===== src/rtl/decryptor_pkg.sv =====
// rtl/decryptor_pkg.sv - shared types and helpers for the decryptor receive path
package decryptor_pkg;

    typedef enum logic {IDLE, ACTIVE} ctl_st_t;

    // Widest word the rotate helper handles; callers zero-extend into it and truncate back.
    localparam int MAX_W = 64;

    function automatic int ptr_w(input int depth);
        return (depth > 1) ? $clog2(depth) : 1;
    endfunction

    function automatic logic [MAX_W-1:0] rotr(input logic [MAX_W-1:0] word,
                                               input int unsigned       key,
                                               input int unsigned       width);
        logic [MAX_W-1:0] mask;
        logic [MAX_W-1:0] w;
        mask = {MAX_W{1'b1}} >> (MAX_W - width);
        w    = word & mask;
        // key==0 shifts the wrap-around term past the word width, where the mask discards it.
        return ((w >> key) | (w << (width - key))) & mask;
    endfunction

endpackage


===== src/rtl/decryptor_fifo.sv =====
// rtl/decryptor_fifo.sv - ciphertext word buffer with registered count and empty/full flags
module decryptor_fifo
    import decryptor_pkg::*;
#(
    parameter int WIDTH    = 8,
    parameter int BUF_SIZE = 16,
    localparam int PTR_W   = ptr_w(BUF_SIZE),
    localparam int CNT_W   = $clog2(BUF_SIZE) + 1
) (
    input  logic             clk,
    input  logic             reset,
    input  logic             wr_req,
    input  logic [WIDTH-1:0] din,
    input  logic             rd_req,
    output logic [WIDTH-1:0] rd_data,
    output logic             wr_acc,
    output logic             rd_acc,
    output logic             empty,
    output logic             full,
    output logic [CNT_W-1:0] count
);

    logic [WIDTH-1:0] mem [BUF_SIZE];
    logic [PTR_W-1:0] wr_ptr;
    logic [PTR_W-1:0] rd_ptr;
    logic [CNT_W-1:0] count_next;

    // Flags sampled before the edge: a full FIFO refuses the write even if a read frees a slot.
    assign wr_acc  = wr_req && !full;
    assign rd_acc  = rd_req && !empty;
    assign rd_data = mem[rd_ptr];

    always_comb begin
        count_next = count;
        if (wr_acc && !rd_acc) begin
            count_next = count + CNT_W'(1);
        end else if (rd_acc && !wr_acc) begin
            count_next = count - CNT_W'(1);
        end
    end

    always_ff @(posedge clk) begin
        if (wr_acc) begin
            mem[wr_ptr] <= din;
        end
    end

    always_ff @(posedge clk) begin
        if (reset) begin
            wr_ptr <= '0;
            rd_ptr <= '0;
            count  <= '0;
            empty  <= 1'b1;
            full   <= 1'b0;
        end else begin
            if (wr_acc) begin
                wr_ptr <= wr_ptr + PTR_W'(1);
            end
            if (rd_acc) begin
                rd_ptr <= rd_ptr + PTR_W'(1);
            end
            count <= count_next;
            empty <= (count_next == '0);
            full  <= (count_next == CNT_W'(BUF_SIZE));
        end
    end

endmodule


===== src/rtl/decryptor.sv =====
// rtl/decryptor.sv - receive-side FIFO returning rotate-right decoded plaintext on read
// Optional sticky overflow/underflow flags under DECRYPTOR_ERR_EN.
module decryptor
    import decryptor_pkg::*;
#(
    parameter int WIDTH    = 8,
    parameter int BUF_SIZE = 16,
    localparam int KEY_W   = (WIDTH > 1) ? $clog2(WIDTH) : 1,
    localparam int CNT_W   = $clog2(BUF_SIZE) + 1
) (
    input  logic             clk,
    input  logic             reset,
    input  logic             key_ld,
    input  logic [KEY_W-1:0] key,
    input  logic             wr_n,
    input  logic [WIDTH-1:0] din,
    input  logic             rd_n,
    output logic [WIDTH-1:0] dout,
    output logic             empty,
    output logic             full,
    output logic [CNT_W-1:0] count
`ifdef DECRYPTOR_ERR_EN
    ,
    output logic             ovf,
    output logic             udf
`endif
);

    logic [WIDTH-1:0] rd_data;
    logic             wr_acc;
    logic             rd_acc;
    logic [KEY_W-1:0] key_q;
    logic             key_ok;
    ctl_st_t          ctl_st;
    ctl_st_t          ctl_nxt;

    decryptor_fifo #(
        .WIDTH   (WIDTH),
        .BUF_SIZE(BUF_SIZE)
    ) u_fifo (
        .clk    (clk),
        .reset  (reset),
        .wr_req (!wr_n),
        .din    (din),
        .rd_req (!rd_n),
        .rd_data(rd_data),
        .wr_acc (wr_acc),
        .rd_acc (rd_acc),
        .empty  (empty),
        .full   (full),
        .count  (count)
    );

    always_ff @(posedge clk) begin
        if (reset) begin
            ctl_st <= IDLE;
        end else begin
            ctl_st <= ctl_nxt;
        end
    end

    // Key changes only while nothing is buffered, so every stored word decodes with the key it was sent under.
    always_comb begin
        ctl_nxt = ctl_st;
        key_ok  = 1'b0;
        case (ctl_st)
            IDLE: begin
                key_ok = key_ld;
                if (wr_acc) begin
                    ctl_nxt = ACTIVE;
                end
            end
            ACTIVE: begin
                if (rd_acc && !wr_acc && (count == CNT_W'(1))) begin
                    ctl_nxt = IDLE;
                end
            end
            default: ctl_nxt = IDLE;
        endcase
    end

    always_ff @(posedge clk) begin
        if (reset) begin
            key_q <= '0;
            dout  <= '0;
        end else begin
            if (key_ok) begin
                key_q <= key;
            end
            if (rd_acc) begin
                dout <= WIDTH'(rotr(MAX_W'(rd_data), 32'(key_q), 32'(WIDTH)));
            end
        end
    end

`ifdef DECRYPTOR_ERR_EN
    always_ff @(posedge clk) begin
        if (reset) begin
            ovf <= 1'b0;
            udf <= 1'b0;
        end else begin
            if (!wr_n && full) begin
                ovf <= 1'b1;
            end
            if (!rd_n && empty) begin
                udf <= 1'b1;
            end
        end
    end
`endif

endmodule


===== config.mk =====
export PLATFORM = sky130hd
export DESIGN_NAME = decryptor
export DESIGN_NICKNAME = d
export VERILOG_FILES = /design/src/rtl/decryptor_pkg.sv /design/src/rtl/decryptor_fifo.sv /design/src/rtl/decryptor.sv
export SDC_FILE = /design/constraint.sdc
export NUM_CORES = 1
export LEC_CHECK = 0
export ABC_AREA = 1
export CELL_PAD_IN_SITES_DETAIL_PLACEMENT = 1
export CELL_PAD_IN_SITES_GLOBAL_PLACEMENT = 1
export CORE_UTILIZATION = 49
export CTS_BUF_LIST = sky130_fd_sc_hd__clkbuf_4 sky130_fd_sc_hd__clkbuf_8
export CTS_CLUSTER_DIAMETER = 150
export DETAILED_ROUTE_END_ITERATION = 16
export GPL_TIMING_DRIVEN = 0
export PLACE_DENSITY_LB_ADDON = 0.3
export SLEW_MARGIN = 10
export SYNTH_ARGS = -nofsm -noshare
export SYNTH_HDL_FRONTEND = slang
export SYNTH_SLANG_ARGS = --single-unit

===== constraint.sdc =====
create_clock -name clk -period 2.3 [get_ports clk]
set_clock_uncertainty 0.1 [all_clocks]
set_input_delay 0.575 -clock clk [delete_from_list [all_inputs] [get_ports clk]]
set_output_delay 0.575 -clock clk [all_outputs]
set_load 0.01 [all_outputs]

==> impl_metrics.tcl <==
set metrics [dict create \
    final_nets 851 \
    drive_gt1_share_pct 9.89 \
    dp.cells 992 \
    rr_endpoint "dout[2]" \
    slowest_stage "nor2_1" \
    path_depth 6 \
    nFillCells 1684 \
    layout_common_cells "nand2_1 (250), edfxtp_1 (128), nand3_1 (113)" \
    postCtsSetupRepairBufs 0 \
    seq_area_frac_synth_pct 61.6 \
    start_util_pct 50.1 \
    top_layer "met4" \
    critPathLaunchType "input port" \
    htree_levels 4 \
    die_y_um 124 \
    period_minus_slack_ns 2.26 \
    die_x_um 124 \
    tightestPinTransition_ns 1.02 \
    hold_class "in2reg" \
    dp_slack_ns -0.632 \
    grt_usage_pct 28.1 \
    final_cell_area_um2 8220 \
    yosys_warnings 0 \
    cts_buffers 17 \
    critical_path_class "in2reg" \
    synth.avg_cell_area_um2 9.30 \
    syn_nets 804 \
    syn-instance-count 779 \
    overflow 0 \
    wl_um 20300 \
    p_leak_nw 3.45 \
    die_area_um2 15300 \
    post-dp-hpwl_um 14300 \
    crit_end "u_fifo.mem[15][3]" \
    max-clock-path-buffers 2 \
    wl_met1_um 8760 \
    rows 44 \
    arrival_ns 2.26 \
    p_per_area_nw_per_um2 914 \
    maxCapViolCount 0 \
    grt_pass1_vias 5688 \
    clk_pin_slew_worst_paths_ns 0.08 \
    slew_headroom_pct 31.8 \
    cp_cell_sequence "clkdlybuf4s50_1 -> nor2_4 -> inv_1 -> nor2_1 -> inv_1 -> nor2_1" \
    io_buffers 29 \
    fin_ws_ns 0.0413 \
    areaGrowthSynthToFinish_pct 13.3 \
    syn_area_um2 7250 \
    dr.pass1.iters 6 \
    postRouteAntennaNets 0 \
    grt_max_degree 17 \
    synthFlopType "edfxtp_1" \
    synth_seq_cells 159 \
    multi_input_comb_area_um2 2230 \
    grt_pass1_wl_um 30500 \
    clock_latency_ns 0.48 \
    r2r_slack_ns 0.04 \
    antennaDiodeCount 0 \
    ys_types 36 \
    timing.fmax_mhz 443 \
    num_vias 5609 \
    report.final.slew_viol_count 0 \
    wl_met2_um 10200 \
    drtIter0Drc 422 \
    critPathMaxFanout 8 \
    rsz0062_at_grt "yes" \
    setup_viol 0 \
    hold_slack_ns 0.410 \
    crit_path_max_incr_delay_ns 0.66 \
    regArea_um2 4460 \
    final-hold-violation-count 0 \
    viasPerCell 5.48 \
    synthArstFlopShare_pct 0 \
    cts.sinks 159 \
    cts_tree "built" \
    coreArea_um2 14500 \
    wl_per_cell_um 19.9 \
    cpLargestDelayFamily "simple AND/OR/NAND/NOR gates" \
    irDropWorstVdd_v 0.000437 \
    cts-root-buf "clkbuf_8" \
    min_period_over_period_pct 98.2 \
    layout_commonest_cell "nand2_1" \
    critPathLaunch "wr_n" \
    synth-edff-count 128 \
    required_ns 2.30 \
    crit_buf_inv 3 \
    r2r_cells 14 \
    routabilityCongestion 0.826 \
    cp-end-kind "register" \
    whs_path_depth 2 \
    num_io_pins 31 \
    drc_errors 0 \
    layoutNonFillerInstCount 1023 \
    wl_met3_um 917 \
    antenna_found_initial 0 \
    status "finished, final reports clean" \
    placed_area_um2 7770 \
]
[state kept, by name, summed over array words and instances, names as in the netlist, named ones only]
name and cells:
ctl_st 1, u_fifo.full 1, key_q 3, u_fifo.rd_ptr 4, u_fifo.mem 128, u_fifo.wr_ptr 4, dout 8, u_fifo.empty 1
u_fifo.count 5
[stage by stage]
stage                     util, %  TNS (ns)  power, W
after floorplan                 -         0   0.00461
after global placement       53.7    -46.17   0.00525
after detailed placement     53.7    -52.88   0.00536
after CTS                    56.5         0   0.00750
after global routing         56.7    -0.669   0.00782
final                        56.7         0   0.00751
[logic make-up after synthesis]
logic type / after synthesis / share of synthesized area [%]
fa+ha+maj: 9 / 1.55
simple gates: 432 / 24.9
buf+inv: 133 / 7.99
compound gates: 41 / 3.31
flops: 159 / 61.6
xor+xnor: 5 / 0.604
[what timing repair did]
| item | CTS | global route |
|---|---|---|
| endpoints found under the setup margin | 12 | 53 |
| hold buffers | 0 | 0 |
| resized for setup | 3 | 13 |
[worst min-delay path by stage]
stage / slack (ns) / endpoint / from
after floorplan: 0.38 / u_fifo.wr_ptr[2] / u_fifo.wr_ptr[2]
after global placement: 0.37 / dout[7] / dout[7]
after detailed placement: 0.40 / dout[7] / dout[7]
after CTS: 0.40 / u_fifo.count[4] / reset
after global routing: 0.42 / dout[7] / dout[7]
final: 0.41 / u_fifo.count[4] / reset
[routing by layer]
layer | vias up | track usage [%]
met2 | 154 | 46.5
li1 | 2630 | -
met1 | 2786 | 36.0
met3 | 39 | 5.13
met4 | 0 | 12.7
met5 | - | 0
[cell usage after synthesis, types with 2 or more instances]
cell type	number	area [µm²]
buf_4	4	30.0
a21oi_1	10	50.1
clkbuf_1	5	18.8
buf_2	17	85.1
a21oi_2	3	26.3
nand3_1	113	566
o21ai_0	19	95.1
inv_2	3	11.3
buf_1	2	7.51
xor2_1	4	35.0
nand2_2	3	18.8
nand4_1	2	12.5
inv_1	96	360
edfxtp_1	128	3840
buf_6	4	45.0
a31oi_1	2	12.5
nand2_1	250	938
nor2_1	52	195
o21ai_1	2	10.0
ha_1	9	113
or2_2	2	12.5
nor3_1	5	25.0
dfxtp_1	31	621
[where the power goes]
group,switching (W),internal (W)
registers,0.0000899,0.00324
logic,0.00134,0.000671
clock network,0.00107,0.00110
[cell type report]
| cell class | count | area share (%) |
|---|---|---|
| well taps | 184 | 2.80 |
| flip-flops and latches | 159 | 54.3 |
| inverters | 100 | 4.60 |
| clock buffers | 19 | 3.03 |
| plain buffers | 32 | 2.56 |
| repair buffers | 29 | 3.53 |
| clock inverters | 13 | 1.96 |
| multi-input cells | 487 | 27.2 |
Power figures use the tool's default switching activity.
